## config.mk

```make
export PLATFORM = sky130hd
export DESIGN_NAME = final_flush_ctrl
export DESIGN_NICKNAME = d
export VERILOG_FILES = /design/src/rtl/final_flush_ctrl.sv
export SDC_FILE = /design/constraint.sdc
export NUM_CORES = 1
export LEC_CHECK = 0
export CORE_MARGIN = 5
export CORE_UTILIZATION = 40
export DETAILED_ROUTE_END_ITERATION = 8
export DONT_BUFFER_PORTS = 1
export SYNTH_ARGS = -nofsm -noshare
export SYNTH_HDL_FRONTEND = slang
export SYNTH_SLANG_ARGS = --single-unit
```

## constraint.sdc

```tcl
create_clock -name clk -period 1.4 [get_ports clk]
set_clock_uncertainty 0.1 [all_clocks]
set_input_delay 0.35 -clock clk [delete_from_list [all_inputs] [get_ports clk]]
set_output_delay 0.35 -clock clk [all_outputs]
set_load 0.01 [all_outputs]
```

## src/rtl/final_flush_ctrl.sv

```systemverilog
// rtl/final_flush_ctrl.sv - end-of-frame entropy encoder flush sequencer
//
// Latches the final cnt/low on a flush request, enables final_bits_generator
// for one evaluation cycle, captures its flag and words, then emits 0, 1 or 2
// words over a valid/ready handshake and pulses completion.
//
// Ports:
//   clk, reset                       clock (rising edge), async active-low reset
//   in_final_req, in_cnt, in_low     flush request and final encoder state
//   out_gen_flag_final               generator isolation enable (EVAL only)
//   out_gen_cnt, out_gen_low         latched cnt/low driven to the generator
//   in_gen_flag, in_gen_bit_1/2      generator word count and words
//   out_valid, in_ready, out_data    output word handshake
//   out_last                         current word is the final flush word
//   out_busy, out_done, out_words    flush status
//   out_err                          request dropped while busy (pulse)
module final_flush_ctrl #(
  parameter int OUTPUT_BITSTREAM_WIDTH = 16,
  parameter int D_SIZE                 = 5,
  parameter int LOW_WIDTH              = 24
) (
  input  logic                              clk,
  input  logic                              reset,
  input  logic                              in_final_req,
  input  logic [D_SIZE-1:0]                 in_cnt,
  input  logic [LOW_WIDTH-1:0]              in_low,
  output logic                              out_gen_flag_final,
  output logic [D_SIZE-1:0]                 out_gen_cnt,
  output logic [LOW_WIDTH-1:0]              out_gen_low,
  input  logic [1:0]                        in_gen_flag,
  input  logic [OUTPUT_BITSTREAM_WIDTH-1:0] in_gen_bit_1,
  input  logic [OUTPUT_BITSTREAM_WIDTH-1:0] in_gen_bit_2,
  output logic                              out_valid,
  input  logic                              in_ready,
  output logic [OUTPUT_BITSTREAM_WIDTH-1:0] out_data,
  output logic                              out_last,
  output logic                              out_busy,
  output logic                              out_done,
  output logic [1:0]                        out_words,
  output logic                              out_err
);

  typedef enum logic [2:0] {
    S_IDLE  = 3'd0,
    S_EVAL  = 3'd1,
    S_EMIT1 = 3'd2,
    S_EMIT2 = 3'd3,
    S_DONE  = 3'd4
  } state_t;

  state_t state_q, state_d;

  logic [1:0]                        flag_q;
  logic [OUTPUT_BITSTREAM_WIDTH-1:0] bit_1_q;
  logic [OUTPUT_BITSTREAM_WIDTH-1:0] bit_2_q;

  // State register
  always_ff @(posedge clk or negedge reset) begin
    if (!reset) begin
      state_q <= S_IDLE;
    end else begin
      state_q <= state_d;
    end
  end

  // Next-state logic; the EVAL decision uses the generator flag live, which is
  // the same value captured into flag_q on that edge.
  always_comb begin
    state_d = state_q;
    case (state_q)
      S_IDLE:  if (in_final_req) state_d = S_EVAL;
      S_EVAL:  state_d = (in_gen_flag == 2'b00) ? S_DONE : S_EMIT1;
      S_EMIT1: if (in_ready) state_d = flag_q[1] ? S_EMIT2 : S_DONE;
      S_EMIT2: if (in_ready) state_d = S_DONE;
      S_DONE:  state_d = S_IDLE;
      default: state_d = S_IDLE;
    endcase
  end

  // Datapath registers
  always_ff @(posedge clk or negedge reset) begin
    if (!reset) begin
      out_gen_cnt <= '0;
      out_gen_low <= '0;
      flag_q      <= 2'b00;
      bit_1_q     <= '0;
      bit_2_q     <= '0;
      out_words   <= 2'd0;
      out_err     <= 1'b0;
    end else begin
      if (state_q == S_IDLE && in_final_req) begin
        out_gen_cnt <= in_cnt;
        out_gen_low <= in_low;
      end
      if (state_q == S_EVAL) begin
        flag_q  <= in_gen_flag;
        bit_1_q <= in_gen_bit_1;
        bit_2_q <= in_gen_bit_2;
        // Code 11 is treated as a two-word flush, same as 10.
        case (in_gen_flag)
          2'b00:   out_words <= 2'd0;
          2'b01:   out_words <= 2'd1;
          default: out_words <= 2'd2;
        endcase
      end
      out_err <= in_final_req && (state_q != S_IDLE);
    end
  end

  // Outputs decoded from registered state; data/last come from captured
  // registers so they stay stable under backpressure.
  always_comb begin
    out_gen_flag_final = 1'b0;
    out_valid          = 1'b0;
    out_data           = '0;
    out_last           = 1'b0;
    out_busy           = (state_q != S_IDLE);
    out_done           = 1'b0;
    case (state_q)
      S_EVAL:  out_gen_flag_final = 1'b1;
      S_EMIT1: begin
        out_valid = 1'b1;
        out_data  = bit_1_q;
        out_last  = (flag_q == 2'b01);
      end
      S_EMIT2: begin
        out_valid = 1'b1;
        out_data  = bit_2_q;
        out_last  = 1'b1;
      end
      S_DONE:  out_done = 1'b1;
      default: ;
    endcase
  end

endmodule

```

==> impl_metrics.py, run 1 <==
metrics = {
    "die": {
        "core_area_sq_um": 7180,
        "ios": 120,
        "die-area_sq_um": 9070,
        "die_y_um": 95.3,
        "row_count": 31,
        "die_w_um": 95.3,
        "initial_core_util_pct": 40.5,
    },
    "drt": {
        "ant_nets": 0,
        "wire_per_inst_um": 19.0,
        "drtIter0Drc": 34,
        "avgViaCountPerCell": 5.04,
        "vias": 1722,
        "drc_errors": 0,
        "first_pass_iters": 4,
        "wl_mm": 6.51,
    },
    "worst_setup_path": {
        "worstPathArrival_ns": 1.32,
        "critPathMaxStageDelay_ns": 0.41,
        "reg2reg_slack_ns": -0.36,
        "rr_worst_depth": 5,
        "setup.worst_path.end_class": "output pin",
        "cp_slowest_cell": "dfrtp_1",
        "critPathMaxFanout": 7,
        "r2r-start": "state_q[0]",
        "worst-setup-path-type": "register to output pin",
        "rr_endpoint": "out_gen_low[17]",
        "cp_cell_sequence": "nand2b_4 -> buf_12 -> nor2_1 -> buf_4",
        "cp-start-kind": "register",
        "critPathRequiredTime_ns": 0.95,
    },
    "global_routing": {
        "grt_max_degree": 70,
        "first_global_vias": 1950,
        "track_usage_pct": 14.8,
        "gr-total-overflow": 0,
        "grt_first_pass_wirelength_mm": 10.0,
        "antenna_found_initial": 0,
    },
    "pwr": {
        "power_uw": 10400,
        "pwr_density_cell_nw_per_um2": 2650,
        "vdd_ir_drop_max_mv": 1.21,
        "leakage_uw": 0.00169,
    },
    "synthesis": {
        "synth-seq-cells": 69,
        "synth_area_sq_um": 2910,
        "syn_inst": 204,
        "synth_nets": 271,
        "synth.distinct_cells": 22,
        "yosysWarnings": 0,
        "syn_avg_cell_area_sq_um": 14.3,
        "ys_seq_area_share_pct": 59.4,
    },
    "timing": {
        "rsz0062_at_grt": "yes",
        "period_minus_slack_ns": 1.77,
        "slew_violations": 0,
        "timing.fmax_ghz": 0.564,
        "max-slew-margin-rel_pct": 82.8,
        "hold_violations": 69,
        "tightest_slew_ns": 0.251,
        "finalWorstSetupSlack_ns": -0.373,
        "post-route-period-util_pct": 127,
        "whs_ns": -0.388,
        "setup_viol": 87,
    },
    "clock_network": {
        "clockRootBuffer": "clkbuf_8",
        "htreeDepth": 3,
        "cts_num_sinks": 69,
        "clk_pin_slew_worst_paths_ns": 0.07,
        "cts_made_buffers": 9,
        "cts_tree": "built",
        "clockBufferDepth": 2,
        "worstSkewPairLatency_ns": 0.33,
    },
    "finish": {
        "final_nets": 305,
        "final_layout_size_suffix_gt1_share_pct": 54.7,
        "area_growth_pct": 35.4,
        "fin_util_pct": 54.9,
        "fill_cells": 605,
        "num_antenna_cells": 0,
        "layout_common_cells": "67 x dfrtp_1, 29 x mux2_4, 21 x mux2_2, 13 x buf_4, 12 x mux2_1",
        "layout_commonest_cell": "dfrtp_1",
    },
    "job": {
        "drv_cap": 0,
    },
    "outcome": {
        "status": "finished, violations left",
        "violations": "negative hold slack, negative setup slack",
    },
    "placement": {
        "port_buffers": 0,
        "dpl.hpwl_mm": 4.14,
        "gp_congestion": 0.656,
    },
    "hold_path": {
        "min_path_type": "primary input to asynchronous set/reset pin",
    },
}
## cells in the mapped netlist (all sizes together)
cell | number | share of area, %
nand2b | 2 | 0.43
buf | 12 | 3.3
dfrtp | 69 | 59
nor2b | 1 | 0.22
inv | 7 | 0.90
mux2 | 62 | 24
nand2 | 1 | 0.13
a21oi | 3 | 0.52
nand3b | 1 | 0.26
nor3b | 1 | 0.43
mux2i | 16 | 5.5
a311o | 1 | 0.34
nor2 | 19 | 2.5
o21ai | 3 | 0.52
a31o | 1 | 0.30
and2 | 1 | 0.30
nor3 | 3 | 0.69
a2111oi | 1 | 0.30
## power breakdown
group	internal, uW	switching (uW)	leakage (uW)
clock network	1000	711	0.000101
registers	3030	924	0.000817
logic	2920	1830	0.000774
total	6960	3460	0.00169
## layer usage
metal	wire length [um]	vias to the layer above	GRT usage, %
met4	81	0	6.85
met5	0	-	0
met2	3090	82	23.7
met1	2550	862	16.8
met3	796	7	7.02
li1	-	771	-
## worst max-delay path, delay by kind of cell, from the launching register on
kind / cells / cell delay (ns)
buffers and inverters: 2 / 0.29
flip-flops: 1 / 0.41
AND/OR/NAND/NOR: 2 / 0.30
## flip-flops by register name, summed over array words and instances (netlist names)
name         flops
bit_1_q         16
bit_2_q         16
flag_q           2
out_err          1
out_gen_cnt      5
out_gen_low     24
out_words        2
state_q          3
## area by class of cell
cell class,instances,area [sq um],share of cell area (%)
repair buffers,35,508,12.9
inverters,7,31.3,0.794
flip-flops and latches,69,1730,43.9
clock inverters,4,72.6,1.84
multi-input cells,116,1340,34.0
clock buffers,12,135,3.43
well taps,99,124,3.15
## how the worst max path moves through the flow
stage	endpoint	cells after the start	from
finish	out_data[1]	4	state_q[2]
floorplan	bit_1_q[12]	4	state_q[1]
global route	out_data[1]	4	state_q[0]
global placement	out_gen_low[19]	4	state_q[1]
detailed placement	out_gen_low[21]	4	state_q[1]
CTS	out_data[1]	4	state_q[0]
## kinds of logic after synthesis
family | Yosys count | synth area share, %
DFF | 69 | 59.4
muxes | 78 | 29.5
and+or+nand+nor | 29 | 4.91
AOI/OAI and AO/OA | 9 | 1.98
buffers and inverters | 19 | 4.22
## metrics by stage
step	hold slack, ns	cell area [sq um]	setup slack [ns]	std cells	TNS, ns
2_1_floorplan	-0.0456	3080	-0.108	204	-4.41
3_3_place_gp	-0.0439	3290	-0.228	307	-12.69
3_5_place_dp	-0.0440	3290	-0.242	307	-13.43
4_1_cts	-0.415	3790	-0.429	337	-27.70
5_1_grt	-0.430	3940	-0.461	342	-31.43
6_report	-0.388	3940	-0.373	342	-25.51
## repair_timing
item	in CTS	in global routing
pin swaps	3	5
gates cloned	5	4
endpoints found under the setup margin	87	88
endpoints found under the hold margin	69	69
setup buffers	9	2
resized for setup	30	22
(Power assumes the default switching activity.)
==> run 2: changes to the inputs <==
- CTS_BUF_LIST: not set -> sky130_fd_sc_hd__clkbuf_8
- SKIP_CTS_REPAIR_TIMING: not set -> 1
==> impl_metrics.py, run 2 (synthesized netlist as in run 1, its figures left out) <==
metrics = {
    "finish": {
        "reg_top3": "out_gen_low (24), bit_1_q (16), bit_2_q (16)",
        "final_nets": 290,
        "num_antenna_cells": 0,
        "final_layout_size_suffix_gt1_share_pct": 43.4,
        "max_flop_register": "out_gen_low",
        "layout_common_cells": "67 x dfrtp_1, 22 x mux2_4, 20 x mux2_1, 20 x mux2_2, 12 x mux2i_1",
        "largest_reg_flops": 24,
        "area_growth_pct": 24.9,
        "fin_cells": 327,
        "fill_cells": 643,
        "layout_commonest_cell": "dfrtp_1",
        "fin_util_pct": 50.6,
    },
    "die": {
        "row_count": 31,
        "core_area_sq_um": 7180,
        "die-area_sq_um": 9070,
        "die_y_um": 95.3,
        "initial_core_util_pct": 40.5,
        "ios": 120,
        "die_w_um": 95.3,
    },
    "placement": {
        "port_buffers": 0,
        "pre_cts_ws_ns": -0.242,
        "gp_congestion": 0.656,
        "dpl.hpwl_mm": 4.14,
        "dp.cells": 307,
    },
    "clock_network": {
        "clk_pin_slew_worst_paths_ns": 0.07,
        "clockRootBuffer": "clkbuf_8",
        "htreeDepth": 3,
        "cts_made_buffers": 9,
        "cts_tree": "built",
        "cts_num_sinks": 69,
        "clockBufferDepth": 2,
        "worstSkewPairLatency_ns": 0.33,
    },
    "pwr": {
        "vdd_ir_drop_max_mv": 1.07,
        "power_uw": 9500,
        "leakage_uw": 0.00156,
        "pwr_density_cell_nw_per_um2": 2620,
    },
    "global_routing": {
        "gr-total-overflow": 0,
        "grt_max_degree": 70,
        "grtUsageMet3_pct": 7.02,
        "busiest_layer": "met2",
        "use_met2_pct": 21.3,
        "antenna_found_initial": 0,
        "grt_first_pass_wirelength_mm": 9.27,
        "first_global_vias": 1838,
        "track_usage_pct": 13.7,
        "met1_usage_pct": 15.5,
    },
    "drt": {
        "wl_mm": 6.10,
        "drc_errors": 0,
        "drtIter0Drc": 19,
        "wire_per_inst_um": 18.7,
        "first_pass_iters": 3,
        "avgViaCountPerCell": 5.08,
        "vias": 1660,
        "ant_nets": 0,
    },
    "outcome": {
        "status": "finished, violations left",
        "violations": "negative hold slack, negative setup slack",
    },
    "job": {
        "drv_cap": 0,
    },
    "timing": {
        "rsz0062_at_grt": "yes",
        "whs_ns": -0.389,
        "period_minus_slack_ns": 1.80,
        "slew_violations": 0,
        "tightest_slew_ns": 0.392,
        "hold_violations": 69,
        "post-route-period-util_pct": 129,
        "timing.fmax_ghz": 0.555,
        "finalWorstSetupSlack_ns": -0.401,
        "max-slew-margin-rel_pct": 73.2,
        "setup_viol": 87,
    },
    "worst_setup_path": {
        "cp_cell_sequence": "buf_4 -> nor3b_4 -> buf_6",
        "setup.worst_path.end_class": "output pin",
        "cp_slowest_cell": "dfrtp_1",
        "crit_buf_inv": 2,
        "critPathRequiredTime_ns": 0.95,
        "critPathMaxStageDelay_ns": 0.40,
        "worst-setup-path-type": "register to output pin",
        "cpLargestDelayFamily": "flip-flops",
        "worstPathArrival_ns": 1.35,
        "critPathMaxFanout": 6,
        "cp-start-kind": "register",
    },
    "hold_path": {
        "min_path_type": "primary input to asynchronous set/reset pin",
    },
}
==> run 2: cell types whose count changed in the layout (fill, tap and decap cells not counted), sizes merged <==
cell / change
buf: -12
clkbuf: -6
inv: +3
==> run 2: per-stage QoR <==
stage	cell area (sq um)	setup TNS [ns]
after floorplan	3080	-4.41
final	3630	-20.73
after global routing	3630	-26.57
after global placement	3290	-12.69
after detailed placement	3290	-13.43
after CTS	3500	-22.20
==> run 2: final timing paths <==
| path | end | from | cells past startpoint | slack (ns) |
|---|---|---|---|---|
| min reg2reg | bit_1_q[14] | bit_1_q[14] | 1 | 0.39 |
| max | out_gen_flag_final | state_q[2] | 3 | -0.40 |
| min | out_gen_low[6] | reset | 0 | -0.39 |
| max in group asynchronous | state_q[1] | reset | 0 | 1.48 |
| max reg2reg | bit_1_q[15] | state_q[2] | 4 | -0.25 |
| min in group clk | out_gen_low[16] | in_low[16] | 1 | 0.05 |
==> run 2: routing by layer <==
metal / share of wire, % / vias up
li1: - / 744
met1: 41 / 823
met2: 46 / 87
met3: 12 / 6
met4: 1.0 / 0
met5: 0 / -
==> run 2: final cells by class <==
| type | count | area [sq um] | share of cell area (%) |
|---|---|---|---|
| Clock inverter | 7 | 83.8 | 2.31 |
| Timing Repair Buffer | 20 | 265 | 7.31 |
| Sequential cell | 69 | 1730 | 47.6 |
| Multi-Input combinational cell | 116 | 1280 | 35.2 |
| Tap cell | 99 | 124 | 3.41 |
| Inverter | 7 | 26.3 | 0.724 |
| Clock buffer | 9 | 124 | 3.41 |
==> run 2: power by group <==
group	total, uW	switching, uW	internal [uW]
combinational	3840	1570	2270
clock	1690	713	982
sequential	3960	929	3030
